[config.mk]
export PLATFORM = sky130hd
export DESIGN_NAME = mem_access_arbiter
export DESIGN_NICKNAME = d
export VERILOG_FILES = /design/src/rtl/mem_access_arbiter.sv
export SDC_FILE = /design/constraint.sdc
export NUM_CORES = 1
export LEC_CHECK = 0
export CAP_MARGIN = 10
export CORE_UTILIZATION = 35
export DETAILED_ROUTE_END_ITERATION = 12
export GPL_ROUTABILITY_DRIVEN = 1
export PLACE_DENSITY = 0.77
export SLEW_MARGIN = 20
export SYNTH_ARGS = -nofsm -noshare
export SYNTH_HDL_FRONTEND = slang
export SYNTH_SLANG_ARGS = --single-unit
[constraint.sdc]
create_clock -name i_clk -period 4.6 [get_ports i_clk]
set_input_delay 0.92 -clock i_clk [delete_from_list [all_inputs] [get_ports i_clk]]
set_output_delay 0.92 -clock i_clk [all_outputs]
set_load 0.01 [all_outputs]
[src/rtl/mem_access_arbiter.sv]
// Arbiter sharing the MEM-stage data memory between the pipeline and the debug unit.
// The pipeline has priority; debug is granted on an idle cycle or forced after MAX_WAIT busy cycles.
module mem_access_arbiter #(
    parameter int LEN      = 32,
    parameter int MAX_WAIT = 4,
    parameter int NB_WAIT  = 3
) (
    input  logic           i_clk,
    input  logic           i_rst,
    input  logic [LEN-1:0] i_pipe_addr,
    input  logic [LEN-1:0] i_pipe_wdata,
    input  logic           i_pipe_we,
    input  logic           i_pipe_re,
    output logic [LEN-1:0] o_pipe_rdata,
    output logic           o_pipe_stall,
    input  logic           i_dbg_req,
    input  logic           i_dbg_we,
    input  logic [LEN-1:0] i_dbg_addr,
    input  logic [LEN-1:0] i_dbg_wdata,
    output logic           o_dbg_ack,
    output logic [LEN-1:0] o_dbg_rdata,
    output logic [LEN-1:0] o_mem_addr,
    output logic [LEN-1:0] o_mem_wdata,
    output logic           o_mem_wea,
    output logic           o_mem_ena,
    input  logic [LEN-1:0] i_mem_rdata
);

    typedef enum logic [1:0] {IDLE, WAIT, ACCESS, DONE} state_t;

    localparam logic [NB_WAIT-1:0] WAIT_LAST = NB_WAIT'(MAX_WAIT - 1);

    state_t             state;
    logic [NB_WAIT-1:0] wait_cnt;
    logic               lat_we;
    logic [LEN-1:0]     lat_addr;
    logic [LEN-1:0]     lat_wdata;
    logic [LEN-1:0]     rdata_q;
    logic               fresh;
    logic               ack_q;
    logic               stall_q;
    logic               pipe_busy;
    logic               access;

    assign pipe_busy = i_pipe_re | i_pipe_we;
    assign access    = (state == ACCESS);

    always_ff @(posedge i_clk) begin
        if (i_rst) begin
            state     <= IDLE;
            wait_cnt  <= '0;
            lat_we    <= 1'b0;
            lat_addr  <= '0;
            lat_wdata <= '0;
            rdata_q   <= '0;
            fresh     <= 1'b0;
            ack_q     <= 1'b0;
            stall_q   <= 1'b0;
        end else begin
            case (state)
                IDLE: begin
                    if (i_dbg_req) begin
                        lat_we    <= i_dbg_we;
                        lat_addr  <= i_dbg_addr;
                        lat_wdata <= i_dbg_wdata;
                        wait_cnt  <= '0;
                        state     <= WAIT;
                    end
                end
                WAIT: begin
                    // wait_cnt only counts up while below WAIT_LAST, so it cannot wrap
                    if (!pipe_busy || wait_cnt == WAIT_LAST) begin
                        state   <= ACCESS;
                        stall_q <= 1'b1;
                    end else begin
                        wait_cnt <= wait_cnt + 1'b1;
                    end
                end
                ACCESS: begin
                    state   <= DONE;
                    stall_q <= 1'b0;
                    ack_q   <= 1'b1;
                    fresh   <= 1'b1;
                end
                DONE: begin
                    fresh <= 1'b0;
                    if (fresh && !lat_we) begin
                        rdata_q <= i_mem_rdata;
                    end
                    if (!i_dbg_req) begin
                        state <= IDLE;
                        ack_q <= 1'b0;
                    end
                end
                default: state <= IDLE;
            endcase
        end
    end

    // Memory read data arrives in the first DONE cycle; forward it until captured
    always_comb begin
        o_dbg_rdata = rdata_q;
        if (state == DONE && fresh && !lat_we) begin
            o_dbg_rdata = i_mem_rdata;
        end
    end

    assign o_mem_addr   = access ? lat_addr  : i_pipe_addr;
    assign o_mem_wdata  = access ? lat_wdata : i_pipe_wdata;
    assign o_mem_wea    = !i_rst && (access ? lat_we : i_pipe_we);
    assign o_mem_ena    = !i_rst && (access || pipe_busy);
    assign o_pipe_rdata = i_mem_rdata;
    assign o_pipe_stall = stall_q;
    assign o_dbg_ack    = ack_q;

endmodule
# Yosys cells after proc, flatten, opt, wreduce, memory -nomap -nowiden
# Cells that the tools add are included.
# Widths: inputs -> output; s select.
# op_classes
addsub	1
n_eq_ne	8
mux	16
bitwise	1
n_reduce_logical	20
# op_table
cell	count
$mux 32	3
$ne 2x2->1 const B	4
$pmux 2 s4	1
$reduce_and 2->1	4
$mux 2	3
$mux 3	2
$pmux 1 s2	3
$pmux 3 s2	1
$reduce_and 3->1	2
$reduce_bool 2->1	3
$logic_and 1x1->1	5
$eq 2x2->1 const B	2
$add 3x1->3 const B	1
$eq 3x2->1 const B	1
$logic_not 1->1	3
$mux 1	3
$eq 2x1->1 const B	1
$logic_not 2->1	1
$logic_or 1x1->1	2
$or 1x1->1	1
# totals
regBits	105
in_bits	166
elab_cells	55

# Logic depth before layout (Yosys ltp)
# depth
depth_word	5
ltp_mapped	7
mapped_depth_nobuf	5

# Worst setup path after synthesis
# OpenSTA, ideal clock, no wires.
# synth_path
path_type	input to output
startpoint	input port i_rst
endpoint	output port o_mem_ena
arrival_time_ns	1.454
required_ns	3.680
setup_slack_ns	2.226
stages	3
n_path_buf	2
cell_sequence	buf_2 > clkbuf_1 > nor2_1
# synth_between
elab_chain_cells	2
# synth_lines
element	line_no	rtl
start: declaration	9	input logic i_rst,
$logic_not 1->1	111	assign o_mem_ena = !i_rst && (access || pipe_busy);
$logic_and 1x1->1	111	
end: declaration	25	output logic o_mem_ena,
# Every way passes these cells.

# Final worst setup path
# layout_path
startpoint	register state[0]
endpoint	output port o_mem_wdata[18]
# layout_between
elab_chain_cells	2
# layout_lines
element	line_no	rtl
start: declaration	33	state_t state;
start signal: assignment	50	state <= IDLE;
start signal: assignment	67	state <= WAIT;
start signal: assignment	73	state <= ACCESS;
$eq 2x2->1	46	assign access = (state == ACCESS);
$mux 32	109	assign o_mem_wdata = access ? lat_wdata : i_pipe_wdata;
end: declaration	23	output logic [LEN-1:0] o_mem_wdata,
# Every way passes these cells.

==> results.sh <==
export IMPL_clk_pin_slew_ps=70
export IMPL_drive_above_1_share=0.151
export IMPL_fin_crit_ps=3510
export IMPL_dieHeight_um=123
export IMPL_grt_start_max_net_pins=72
export IMPL_clk_latency_ps=340
export IMPL_numCtsBuffers=9
export IMPL_num_antenna_cells=0
export IMPL_p_per_area_nw_per_um2=397
export IMPL_drt_iter0_drc=221
export IMPL_std_cell_rows=43
export IMPL_drtAntennaViolNets=0
export IMPL_seqPwrFrac=0.336
export IMPL_ys_ff_latch=105
export IMPL_comb_power_share=0.391
export IMPL_area_delta_synth_final_pct=62.1
export IMPL_grt_pass1_vias=4258
export IMPL_post_cts_buffers=0
export IMPL_cts_tree="done"
export IMPL_status="completed"
export IMPL_cts_root_buf="clkbuf_16"
export IMPL_htree_levels=3
export IMPL_cts_sinks=105
export IMPL_io_pins=298
export IMPL_synth_mux_area_frac=0.239
export IMPL_placed_cells=961
export IMPL_fin_setup_tns_ps=0
export IMPL_via_per_inst=4.65
export IMPL_yosysSeqAreaShare=0.413
export IMPL_ys_warn_count=0
export IMPL_relSlewSlack=0.359
export IMPL_whs_path_depth=2
export IMPL_yosysUniqueCellTypes=29
export IMPL_yosys_area_share_simple=0.163
export IMPL_grt_pass1_wl_mm=21.4
export IMPL_worstMarginPinSlew_ps=962
export IMPL_required_ps=3680
export IMPL_swShare=0.303
export IMPL_final_cell_mix="clkdlybuf4s50_1, nand2_1, dfxtp_1"
export IMPL_worst_r2r_cell_count=6
export IMPL_fin_ws_ps=1090
export IMPL_p_leak_nw=3.20
export IMPL_start_util=0.363
export IMPL_vias=4545
export IMPL_synthCells=550
export IMPL_hpwl_mm=10.3
export IMPL_totalPowerFinal_mw=3.28
export IMPL_port_buffers=297
export IMPL_syn_nets=723
export IMPL_clkPwrFrac=0.272
export IMPL_dp_slack_ps=1440
export IMPL_hold_viol=0
export IMPL_worstSetupPathType="reg -> out"
export IMPL_cts_max_path_buffers=2
export IMPL_worst_endpoint_arrival_ps=2590
export IMPL_finalClockSkew_ps=6.42
export IMPL_grtUsageTotal=0.185
export IMPL_synth_top_family_by_area="multiplexers"
export IMPL_synth_fa_ha_area_frac=0.0172
export IMPL_post_route_drc_count=0
export IMPL_final_area_um2=8260
export IMPL_p_int_mw=2.29
export IMPL_wl_per_cell_um=14.7
export IMPL_gp_congestion=0.754
export IMPL_stdcell_count=977
export IMPL_cts_resized_gates=0
export IMPL_crit_fanout=71
export IMPL_switching_power_mw=0.992
export IMPL_drtPass1Iterations=4
export IMPL_drv_cap=0
export IMPL_final_common_cell="clkdlybuf4s50_1"
export IMPL_cts_hold_buf=0
export IMPL_dieArea_um2=15000
export IMPL_placed_cell_area_um2=7910
export IMPL_synth_area_um2=5090
export IMPL_rsz0062_at_grt="no"
export IMPL_finalSetupViolCount=0
export IMPL_syn_area_per_cell_um2=9.26
export IMPL_max_vdd_ir_drop_uv=242
export IMPL_antenna_found_initial=0
export IMPL_min_period_over_period=0.764
export IMPL_fin_nets=965
export IMPL_synth_compound_area_frac=0.0816
export IMPL_critPathCaptureType="output pin"
export IMPL_wirelength_mm=14.3
export IMPL_dieWidth_um=123
export IMPL_hold_path_class="reg -> reg"
export IMPL_fmax_mhz=285
export IMPL_core_area_um2=14000
export IMPL_grt_overflow=0
export IMPL_synth_xor_xnor_area_share=0
export IMPL_final_max_slew_viol_count=0
export IMPL_start_kind="register"
-- worst max-delay path: stages (launching register included) --
cell and delay, ps:
dfxtp_1 340, inv_1 140, ha_4 770, mux2_2 420, clkdlybuf4s50_1 500
-- through the flow --
step,hold slack (ps),utilization
6_report,453,0.588
5_1_grt,470,0.588
4_1_cts,456,0.588
3_5_place_dp,445,0.563
3_3_place_gp,440,0.563
2_1_floorplan,433,-
-- per-layer routing --
layer	up-vias	track usage	share of wire
met5	-	0	0
met1	2063	0.211	0.40
met2	194	0.323	0.49
met3	15	0.0539	0.085
met4	0	0.0724	0.017
li1	2273	-	-
-- logic make-up after synthesis --
family	Yosys count
AOI/OAI and AO/OA	78
DFF	105
adders and majority gates	7
and+or+nand+nor	186
muxes	100
buffers and inverters	74
-- path summary, 6_finish.rpt --
path	from	end	slack, ps
min reg2reg	lat_wdata[18]	lat_wdata[18]	450
max	state[0]	o_mem_wdata[18]	1090
min	lat_wdata[18]	lat_wdata[18]	450
max reg2reg	state[0]	lat_wdata[1]	2480
-- registers in the layout (all words and copies together), names as in the netlist --
register      flops
lat_addr         32
lat_wdata        32
rdata_q          32
wait_cnt          3
state             2
fresh             1
lat_we            1
o_dbg_ack         1
o_pipe_stall      1
-- synth_stat cells --
master     number  area, um2
buf_4          32        240
a31oi_1         1       6.26
buf_2          16       80.1
nand4b_1        2       17.5
nor3_1          2       10.0
nor2b_1        33        206
and2_1          1       6.26
o21ai_0         2       10.0
o21bai_1        2       15.0
a21oi_1        68        340
clkbuf_1       17       63.8
nor2_1          4       15.0
dfxtp_1       105       2100
mux2i_1         4       40.0
inv_1           4       15.0
nand3b_4        1       20.0
ha_1            7       87.6
a221oi_1        1       8.76
a21boi_0        1       7.51
a2bb2oi_1       2       17.5
buf_6           3       33.8
mux2_4         26        390
mux2_2         70        788
o21ba_2         1       10.0
buf_1           2       7.51
nand2b_1        5       31.3
nand4_1         1       6.26
nand3_1         2       10.0
nand2_1       135        507
-- power groups by stage --
stage / registers, mW / clock network (mW) / logic, mW
after floorplan: 1.10 / 0 / 0.737
after global placement: 1.12 / 0 / 1.29
after detailed placement: 1.12 / 0 / 1.30
after CTS: 1.10 / 0.916 / 1.30
after global routing: 1.12 / 0.958 / 1.40
final: 1.10 / 0.893 / 1.28
-- final cells by class --
| cell class | count | area [um2] |
|---|---|---|
| Timing Repair Buffer | 301 | 3000 |
| Tap cell | 180 | 225 |
| Clock inverter | 4 | 98.8 |
| Inverter | 4 | 15.0 |
| Fill cell | 1233 | 5790 |
| Multi-Input combinational cell | 371 | 2570 |
| Clock buffer | 12 | 246 |
| Sequential cell | 105 | 2100 |
Note: power is estimated with default switching activity, not from simulation.
